--- src/rtl/memstream_afull_fifo_if.sv ---
// Stream bundle between a memstream output port, its elastic buffer and the
// consuming compute unit. The buffer takes the slave view; the driver of the
// upstream words and the consumer of the output take the master view.
interface memstream_afull_fifo_if #(
    parameter int WIDTH = 32
);
    localparam int DW = ((WIDTH + 7) / 8) * 8;

    logic          s_axis_tvalid;
    logic [DW-1:0] s_axis_tdata;
    logic          s_axis_afull;
    logic          s_axis_tready;
    logic          m_axis_tvalid;
    logic          m_axis_tready;
    logic [DW-1:0] m_axis_tdata;

    modport slave (
        input  s_axis_tvalid, s_axis_tdata, m_axis_tready,
        output s_axis_afull, s_axis_tready, m_axis_tvalid, m_axis_tdata
    );

    modport master (
        output s_axis_tvalid, s_axis_tdata, m_axis_tready,
        input  s_axis_afull, s_axis_tready, m_axis_tvalid, m_axis_tdata
    );
endinterface

--- src/rtl/memstream_afull_fifo.sv ---
// Elastic buffer behind a memstream output port. Upstream pushes without
// honouring tready and is throttled only by the registered almost-full flag;
// the output side is a first-word-fall-through AXI-Stream master. Capacity is
// DEPTH words: DEPTH-1 in the circular array plus the output register.
module memstream_afull_fifo #(
    parameter int WIDTH        = 32,
    parameter int DEPTH        = 16,
    parameter int AFULL_THRESH = 12
) (
    input  logic                     aclk,
    input  logic                     aresetn,
    memstream_afull_fifo_if.slave    bus,
    output logic [$clog2(DEPTH):0]   count,
    output logic                     overflow
);
    localparam int DW      = ((WIDTH + 7) / 8) * 8;
    localparam int ENTRIES = DEPTH - 1;
    localparam int AW      = (ENTRIES > 1) ? $clog2(ENTRIES) : 1;
    localparam int CW      = $clog2(DEPTH) + 1;

    localparam logic [AW-1:0] PTR_LAST  = AW'(ENTRIES - 1);
    localparam logic [CW-1:0] CNT_FULL  = CW'(DEPTH);
    localparam logic [CW-1:0] CNT_AFULL = CW'(AFULL_THRESH);

    logic [WIDTH-1:0] mem_q [ENTRIES];

    logic [AW-1:0]    wr_ptr_q, wr_ptr_d;
    logic [AW-1:0]    rd_ptr_q, rd_ptr_d;
    logic [CW-1:0]    count_q, count_d;
    logic             out_valid_q, out_valid_d;
    logic [WIDTH-1:0] out_data_q, out_data_d;
    logic             overflow_q, overflow_d;
    logic             afull_q, afull_d;

    logic             push, pop, accept;
    logic             load_out, arr_empty, arr_rd, arr_wr;
    logic [CW-1:0]    arr_cnt;

    // Pointers wrap at ENTRIES-1 so non-power-of-two arrays have no gap.
    function automatic logic [AW-1:0] ptr_inc(input logic [AW-1:0] p);
        return (p == PTR_LAST) ? '0 : p + AW'(1);
    endfunction

    // Push/pop decisions, output-register refill and next-state computation.
    always_comb begin
        push      = bus.s_axis_tvalid;
        pop       = out_valid_q & bus.m_axis_tready;
        // When full, a word is still taken if the output pops the same cycle.
        accept    = push & ((count_q < CNT_FULL) | pop);
        // The output register is always filled before the array, so the
        // array holds whatever the output register does not.
        arr_cnt   = count_q - CW'(out_valid_q);
        arr_empty = (arr_cnt == '0);
        load_out  = ~out_valid_q | pop;
        arr_rd    = load_out & ~arr_empty;
        // A word that bypasses straight into the output register skips the array.
        arr_wr    = accept & ~(load_out & arr_empty);

        out_valid_d = out_valid_q;
        out_data_d  = out_data_q;
        if (load_out) begin
            if (!arr_empty) begin
                out_valid_d = 1'b1;
                out_data_d  = mem_q[rd_ptr_q];
            end else if (accept) begin
                out_valid_d = 1'b1;
                out_data_d  = bus.s_axis_tdata[WIDTH-1:0];
            end else begin
                out_valid_d = 1'b0;
            end
        end

        rd_ptr_d   = arr_rd ? ptr_inc(rd_ptr_q) : rd_ptr_q;
        wr_ptr_d   = arr_wr ? ptr_inc(wr_ptr_q) : wr_ptr_q;
        count_d    = count_q + CW'(accept) - CW'(pop);
        overflow_d = overflow_q | (push & ~accept);
        afull_d    = (count_d >= CNT_AFULL);
    end

    // Control state; afull is held high in reset so upstream stays blocked.
    always_ff @(posedge aclk or negedge aresetn) begin
        if (!aresetn) begin
            wr_ptr_q    <= '0;
            rd_ptr_q    <= '0;
            count_q     <= '0;
            out_valid_q <= 1'b0;
            out_data_q  <= '0;
            overflow_q  <= 1'b0;
            afull_q     <= 1'b1;
        end else begin
            wr_ptr_q    <= wr_ptr_d;
            rd_ptr_q    <= rd_ptr_d;
            count_q     <= count_d;
            out_valid_q <= out_valid_d;
            out_data_q  <= out_data_d;
            overflow_q  <= overflow_d;
            afull_q     <= afull_d;
        end
    end

    // Storage array write; contents need no reset since occupancy gates reads.
    always_ff @(posedge aclk) begin
        if (arr_wr) begin
            mem_q[wr_ptr_q] <= bus.s_axis_tdata[WIDTH-1:0];
        end
    end

    assign bus.s_axis_afull  = afull_q;
    assign bus.s_axis_tready = (count_q < CNT_FULL);
    assign bus.m_axis_tvalid = out_valid_q;
    assign bus.m_axis_tdata  = DW'(out_data_q);
    assign count             = count_q;
    assign overflow          = overflow_q;
endmodule

--- src/flat_wrapper.sv ---
// flat-port wrapper written by rule: the top's interface ports become plain ports
module memstream_afull_fifo_flat 
#(
    parameter int WIDTH        = 32,
    parameter int DEPTH        = 16,
    parameter int AFULL_THRESH = 12
)
  (aclk, aresetn, count, overflow, bus_s_axis_tvalid, bus_s_axis_tdata, bus_m_axis_tready, bus_s_axis_afull, bus_s_axis_tready, bus_m_axis_tvalid, bus_m_axis_tdata);
  memstream_afull_fifo_if #(.WIDTH(WIDTH)) bus_i ();
  input  logic aclk;
  input  logic aresetn;
  output logic [$clog2(DEPTH):0] count;
  output logic overflow;
  input wire logic [$bits(bus_i.s_axis_tvalid)-1:0] bus_s_axis_tvalid;
  input wire logic [$bits(bus_i.s_axis_tdata)-1:0] bus_s_axis_tdata;
  input wire logic [$bits(bus_i.m_axis_tready)-1:0] bus_m_axis_tready;
  output wire logic [$bits(bus_i.s_axis_afull)-1:0] bus_s_axis_afull;
  output wire logic [$bits(bus_i.s_axis_tready)-1:0] bus_s_axis_tready;
  output wire logic [$bits(bus_i.m_axis_tvalid)-1:0] bus_m_axis_tvalid;
  output wire logic [$bits(bus_i.m_axis_tdata)-1:0] bus_m_axis_tdata;
  assign bus_i.s_axis_tvalid = bus_s_axis_tvalid;
  assign bus_i.s_axis_tdata = bus_s_axis_tdata;
  assign bus_i.m_axis_tready = bus_m_axis_tready;
  assign bus_s_axis_afull = bus_i.s_axis_afull;
  assign bus_s_axis_tready = bus_i.s_axis_tready;
  assign bus_m_axis_tvalid = bus_i.m_axis_tvalid;
  assign bus_m_axis_tdata = bus_i.m_axis_tdata;
  memstream_afull_fifo #(.WIDTH(WIDTH), .DEPTH(DEPTH), .AFULL_THRESH(AFULL_THRESH)) u_core (.aclk(aclk), .aresetn(aresetn), .bus(bus_i), .count(count), .overflow(overflow));
endmodule
--- config.mk ---
export PLATFORM = sky130hd
export DESIGN_NAME = memstream_afull_fifo_flat
export DESIGN_NICKNAME = d
export VERILOG_FILES = /design/src/rtl/memstream_afull_fifo_if.sv /design/src/rtl/memstream_afull_fifo.sv /design/src/flat_wrapper.sv
export SDC_FILE = /design/constraint.sdc
export NUM_CORES = 1
export LEC_CHECK = 0
export ABC_AREA = 1
export CAP_MARGIN = 40
export CORE_UTILIZATION = 50
export CTS_BUF_LIST = sky130_fd_sc_hd__clkbuf_16
export DETAILED_ROUTE_END_ITERATION = 8
export HOLD_SLACK_MARGIN = 0.12
export PLACE_DENSITY = 0.67
export SLEW_MARGIN = 10
export SYNTH_ARGS = -nofsm -noshare
export SYNTH_HDL_FRONTEND = slang
export SYNTH_SLANG_ARGS = --single-unit
--- constraint.sdc ---
create_clock -name aclk -period 4.34 [get_ports aclk]
set_clock_uncertainty 0.15 [all_clocks]
set_input_delay 1.085 -clock aclk [delete_from_list [all_inputs] [get_ports aclk]]
set_output_delay 1.085 -clock aclk [all_outputs]
set_load 0.01 [all_outputs]
# Word-level counts from Yosys, hierarchy flattened
# Memories as Yosys holds them, arrays and structs flattened.
# Cells that the tools add are included.
# totals
elab_cells	41
ramBits	480
output_inout_bits	41
reg_bits	48
mem_count	1
# op_classes
eq_ne	3
muxes	8
n_bitwise	13
add_sub_neg	5
magnitude_cmp	2
reduce_logical	2
# mem_list
memory	words	width	read_ports	rd_ports_with_merged_regs	wr	line_no	text
u_core.mem_q	15	32	1	0	1	memstream_afull_fifo.sv:25	logic [WIDTH-1:0] mem_q [ENTRIES];
# ops
cell	n
two-way mux 32 bit	2
subtractor 5 x 1 -> 5 bit	2
adder 4 x 1 -> 4 bit (second input constant)	2
== test 4 bit (second input constant)	2
two-way mux 4 bit	2
bitwise AND 1 bit	6
adder 5 x 1 -> 5 bit	1
>= comparator 5 x 4 -> 1 bit (second input constant)	1
logical NOT 5 bit	1
less-than comparator 5 bit (second input constant)	1
two-way mux 1 bit	4
NOT 1 bit	4
OR 1 bit	3
!= test 2 x 1 -> 1 bit (second input constant)	1
AND reduction 2 bit	1

# Depth between registers and ports, before layout
# Gate-level depths: netlist of the first run.
# depth
ltp_word	7
mapped_depth	15
ltp_nobuf	14

# Worst setup path after synthesis of the first run
# No wires, ideal clock.
# synth_path
kind	in2reg
start	in bus_m_axis_tready
end	mem u_core.mem_q[10][0] (enable)
t_arrival_ns	3.185
setup_slack_ns	0.583
n_path_buf	2
cell_stages	7
required_ns	3.769
setup_ns	0.421
cell_sequence	nor2_1 > inv_1 > buf_1 > nand2_4 > nand2_4 > buf_6 > nor2_1
# synth_via
elab_chain_cells	7
# synth_rtl
item	line_no	text
start: declaration	flat_wrapper.sv:16	input wire logic [$bits(bus_i.m_axis_tready)-1:0] bus_m_axis_tready;
bitwise AND 1 bit *	memstream_afull_fifo.sv:47	pop = out_valid_q & bus.m_axis_tready;
OR 1 bit	memstream_afull_fifo.sv:54	load_out = ~out_valid_q | pop;
bitwise AND 1 bit	memstream_afull_fifo.sv:57	arr_wr = accept & ~(load_out & arr_empty);
NOT 1 bit	memstream_afull_fifo.sv:57	
bitwise AND 1 bit *	memstream_afull_fifo.sv:57	
two-way mux 1 bit *	memstream_afull_fifo.sv:103	if (arr_wr) begin
two-way mux 1 bit (implied by the code) *	memstream_afull_fifo.sv:104	mem_q[wr_ptr_q] <= bus.s_axis_tdata[WIDTH-1:0];
end: declaration	memstream_afull_fifo.sv:25	
# Every way passes the cells marked *; elsewhere a longest branch is shown, timed or not.

# Worst setup path in the final report of the first run
# layout_path
start	reg u_core.count_q[2] (netlist: u_core.count[2])
end	mem u_core.mem_q[6][0] (enable)
# layout_via
elab_chain_cells	7
# layout_rtl
item	line_no	text
start: declaration	memstream_afull_fifo.sv:29	logic [CW-1:0] count_q, count_d;
start signal: assignment	memstream_afull_fifo.sv:93	count_q <= count_d;
subtractor 5 x 1 -> 5 bit	memstream_afull_fifo.sv:52	arr_cnt = count_q - CW'(out_valid_q);
logical NOT 5 bit	memstream_afull_fifo.sv:53	arr_empty = (arr_cnt == '0);
bitwise AND 1 bit	memstream_afull_fifo.sv:57	
NOT 1 bit	memstream_afull_fifo.sv:57	
bitwise AND 1 bit *	memstream_afull_fifo.sv:57	
two-way mux 1 bit *	memstream_afull_fifo.sv:103	
two-way mux 1 bit (implied by the code) *	memstream_afull_fifo.sv:104	
# Marks and branches as above.

==> results of run 1 <==
[where the power goes]
| group | switching (mW) | internal (mW) |
|---|---|---|
| Sequential | 0.419 | 6.13 |
| Combinational | 4.06 | 1.87 |
| Clock | 1.88 | 2.51 |
| Total | 6.36 | 10.5 |
[final timing paths]
kind / startpoint / endpoint / slack, ps / depth (start not counted)
worst max-delay path: u_core.count[2] / u_core.mem_q[6][0] / 1140 / 13
worst min-delay path: u_core.overflow / u_core.overflow / 320 / 1
worst max register to register: u_core.count[2] / u_core.mem_q[6][0] / 1140 / 13
worst min register to register: u_core.overflow / u_core.overflow / 320 / 1
max in group asynchronous: aresetn / u_core.rd_ptr_q[0] / 2730 / 2
min in group asynchronous: aresetn / u_core.bus.m_axis_tdata[9] / 400 / 1
[flip-flops by register name (all words and copies together), names as in the netlist]
signal	flops
u_core.mem_q	480
u_core.bus.m_axis_tdata	32
u_core.count	5
u_core.rd_ptr_q	4
u_core.wr_ptr_q	4
u_core.bus.m_axis_tvalid	1
u_core.bus.s_axis_afull	1
u_core.overflow	1
[layout make-up]
type | count | share of cell area
clock buffer | 55 | 0.0537
sequential | 528 | 0.610
inverter | 303 | 0.0447
multi-input combinational | 1164 | 0.207
clock inverter | 44 | 0.0113
antenna | 1 | 0.0000977
tap | 592 | 0.0289
timing repair buffer | 111 | 0.0446
[layer usage]
metal  part of all wire  global-route usage  vias up
met4              0.023              0.0762        0
li1                   -                   -     7061
met1               0.43               0.371     7257
met3              0.093              0.0386       99
met5                  0                   0        -
met2               0.46               0.390      691
[per-stage QoR]
stage	instances	util	cell area [um2]
after floorplan	2101	-	22500
after global placement	2698	0.540	23900
after CTS	2797	0.578	25600
after detailed placement	2698	0.540	23900
final	2798	0.578	25600
after global routing	2797	0.578	25600
[cells by family (layout without fill, tap and decap cells)]
family	after synthesis	in the layout	share of synthesized area
other cells	0	1	0
xor+xnor	5	5	0.00195
fa+ha+maj	11	11	0.00645
flops	528	528	0.694
buf+inv	409	513	0.0751
compound gates	98	98	0.0234
simple gates	1050	1050	0.199
[cells in the mapped netlist]
master    count  area share
nor2_4        1     0.00050
inv_2         8      0.0013
nor2_2        2     0.00056
o21ai_0      27      0.0060
a21o_1        4      0.0013
fa_1          1     0.00089
ha_1         10      0.0056
inv_1       292       0.049
nand2_4       5      0.0025
buf_1        14      0.0023
buf_2        54       0.012
dfrtp_1      47       0.052
buf_6         4      0.0020
xor2_1        5      0.0019
or2_2         6      0.0017
nand4_1      42       0.012
o211ai_1      9      0.0030
a31o_2        1     0.00039
nand3_1     282       0.063
inv_4         3     0.00083
clkbuf_1     21      0.0035
nand3b_1      1     0.00033
a21oi_1      57       0.013
nand2_1     658        0.11
buf_4        13      0.0043
nor2_1       53      0.0088
dfstp_2       1      0.0012
edfxtp_1    480        0.64
[critical path, delay by kind of cell, from the launching register on]
| family | cells | cell delay, ps |
|---|---|---|
| AND/OR/NAND/NOR | 9 | 1440 |
| adder cells (fa/ha/maj) | 1 | 180 |
| flip-flops | 1 | 420 |
| buffers and inverters | 3 | 690 |
==> impl_metrics.ini, run 1 <==
[run_status]
outcome = completed

[placed_design]
pre_cts_ws_ps = 675
port_buffers = 76
gp_congestion = 0.878
hpwl_mm = 33.1

[worst_setup_path]
timing.critical_path.mode_cell = nand2_1
path_class = flip-flop to flip-flop
path_cells = inv_1, ha_1, nand2_1, nand2_1, nand2_1, nand2_1, nor2_2, nand2_4, inv_2, nand2_4, nand2_4, nor2_4, buf_4
endpoint_kind = flip-flop
crit_slowest_cell = nor2_4
slowest_delay_ps = 580
start_kind = flip-flop
cp.arrival_ps = 3340
required_ps = 4490
path_max_fanout = 24

[power_and_ir_drop]
power.density_mw_per_mm2 = 658
p_leak_nw = 10.4
peakVddDrop_uv = 437
p_total_mw = 16.9

[logic_synthesis]
ys_warn_count = 0
synth_cell_types = 28
syn_inst = 2101
ys_seq_area_frac = 0.694
ys_seq_elements = 528
synthesis.nets = 2148
syn_area_mm2 = 0.0225
avgSynthCellArea_um2 = 10.7

[grt]
grt_max_degree = 126
grt_util_all_layers = 0.252
grt_pass1_vias = 14700
grt_overflow_total = 0
grt_antenna_before_repair = 0
grt_pass1_wl_mm = 87.5

[die]
die_h_um = 214
rows = 77
start_util = 0.507
num_io_pins = 77
die_w_um = 214
die-area_mm2 = 0.0458
core_mm2 = 0.0443

[sta]
fin_tns_setup_ps = 0
period_share = 0.737
setup_ws_ps = 1140
fmax_mhz = 313
rsz0062_at_grt = false
period_minus_slack_ps = 3200
slew_headroom = 0.393
report.final.slew_viol_count = 0
finalSetupViolations = 0
tightest_slew_ps = 907
hold_violations = 0
finalHoldWorstSlack_ps = 324

[clocking]
ctsLongestPathBuffers = 3
cts.sinks = 528
cts_tree = built
clk_latency_ps = 590
cts_resized = 0
root_buffer = clkbuf_16
post_cts_buffers = 0
cts_hold_buf = 0
htree_num_levels = 2
cts.reportedPaths.clkPinSlew_ps = 60
cts_made_buffers = 53

[drt]
vias = 15100
drt_pass1_iterations = 5
initialDrtViolationCount = 1741
viasPerCell = 5.40
post_drt_wl_per_cell_um = 20.5
antenna_left = 0
drc = 0
wirelength_mm = 57.5

[min_path]
min_path_type = flip-flop to flip-flop

[layout]
multi_input_area_mm2 = 0.00530
final_cell_mix = nand2_1 (658), edfxtp_1 (480), inv_1 (308)
final_common_cell = nand2_1
regArea_mm2 = 0.0156
area_growth_pct = 13.9
num-fill-cells = 3672
layout.nets = 2208
drive_gt1_frac = 0.0689

[run]
cap_violations = 0
No activity file was read; power rests on OpenSTA's default activity.
==> run 2, diff against run 1 <==
- clock period: 4.34 -> 3.1 ns (I/O delays scaled with it)
==> impl_metrics.ini, run 2 (synthesis results as in run 1) <==
[power_and_ir_drop]
power.density_mw_per_mm2 = 922
p_leak_nw = 10.7
p_total_mw = 24.2
peakVddDrop_uv = 497

[die]
start_util = 0.507
num_io_pins = 77
core_mm2 = 0.0443
die-area_mm2 = 0.0458
rows = 77
die_h_um = 214
die_w_um = 214

[layout]
multi_input_area_mm2 = 0.00530
largest_register_ffs = 480
num-fill-cells = 3545
largest-register = u_core.mem_q
stdcell_area_mm2 = 0.0263
final_common_cell = nand2_1
final_core_util = 0.593
regArea_mm2 = 0.0156
final_cell_mix = nand2_1 (658), edfxtp_1 (480), inv_1 (302)
layout.nets = 2250
stdcell_count = 2839
area_growth_pct = 16.9
drive_gt1_frac = 0.0877

[drt]
drc = 0
antenna_left = 0
wirelength_mm = 57.4
post_drt_wl_per_cell_um = 20.2
vias = 15300
initialDrtViolationCount = 1556
viasPerCell = 5.39
drt_pass1_iterations = 8

[placed_design]
placed_area_mm2 = 0.0245
hpwl_mm = 34.1
dp.cells = 2738
pre_cts_ws_ps = -47.4
gp_congestion = 0.883
port_buffers = 76

[worst_setup_path]
path_max_fanout = 16
cp.arrival_ps = 2790
timing.rr.start = u_core.count[2]
startpoint = u_core.count[2]
start_kind = flip-flop
path_class = flip-flop to flip-flop
endpoint_kind = flip-flop
required_ps = 3250

[sta]
hold_violations = 0
fmax_mhz = 378
tightest_slew_ps = 828
rsz0062_at_grt = false
period_minus_slack_ps = 2650
report.final.slew_viol_count = 0
period_share = 0.853
finalHoldWorstSlack_ps = 321
finalSetupViolations = 0
slew_headroom = 0.446
setup_ws_ps = 454
fin_tns_setup_ps = 0

[run]
cap_violations = 0

[clocking]
cts.sinks = 528
clk_latency_ps = 600
htree_num_levels = 2
post_cts_buffers = 0
cts.reportedPaths.clkPinSlew_ps = 60
root_buffer = clkbuf_16
cts_tree = built
ctsLongestPathBuffers = 3
cts_made_buffers = 54

[grt]
grt_overflow_total = 0
grt_max_degree = 74
grt_util_all_layers = 0.251
grt_pass1_wl_mm = 86.8
grt_antenna_before_repair = 1
grt_pass1_vias = 14700

[run_status]
outcome = completed

[min_path]
min-delay-start = u_core.overflow
min_path_type = flip-flop to flip-flop
[run 2: changes by cell type in the layout (fill, tap and decap cells not counted), sizes merged]
cell         change
inv              -6
clkbuf           -1
clkinv           +3
dlygate4sd3      +1
buf             +40
bufinv           +4
[run 2: where the power goes]
group	total, mW	internal (mW)	switching (mW)
clock	6.50	3.82	2.68
combinational	8.69	2.89	5.80
sequential	9.06	8.57	0.485
[run 2: area by class of cell]
class                   count  share of cell area
well taps                 592              0.0282
clock inverters            45              0.0157
clock buffers              54              0.0514
multi-input cells        1164               0.201
repair buffers            152              0.0653
diodes                      1           0.0000952
flip-flops and latches    528               0.594
inverters                 303              0.0436
[run 2: worst max-delay path: stages (launching register included)]
cell     delay (ps)
dfrtp_1         420
inv_1           180
ha_1            180
nand2_1          70
nand2_1          50
nand2_1          40
nand2_1          70
nor2_2           50
nand2_4         130
inv_2            70
nand2_4          90
nand2_4         270
nor2_4          330
buf_4           230
[run 2: timing repair]
item                                   in CTS  in global routing
resized for setup                           0                  0
hold buffers                                1                  0
setup endpoints to repair                   0                  0
endpoints found under the hold margin      22                  0
[run 2: path summary, 6_finish.rpt]
kind / slack (ps) / endpoint / cells past startpoint
min in group asynchronous: 600 / u_core.bus.m_axis_tdata[2] / 2
worst min-delay path: 320 / u_core.overflow / 1
worst min register to register: 320 / u_core.overflow / 1
worst max-delay path: 450 / u_core.mem_q[4][28] / 13
max in group asynchronous: 1450 / u_core.bus.m_axis_tdata[30] / 3
worst max register to register: 450 / u_core.mem_q[4][28] / 13
[run 2: layer usage]
metal,part of all wire,track usage,up-vias
li1,-,-,7146
met1,0.41,0.348,7342
met2,0.47,0.396,697
met3,0.091,0.0535,108
met4,0.027,0.0843,0
met5,0,0,-
==> run 3, diff against run 2 <==
- SLEW_MARGIN: 10 -> 0
- TNS_END_PERCENT: unset -> 5
==> results of run 3 <==
Final layout, timing and power as in run 2 (identical DEF).
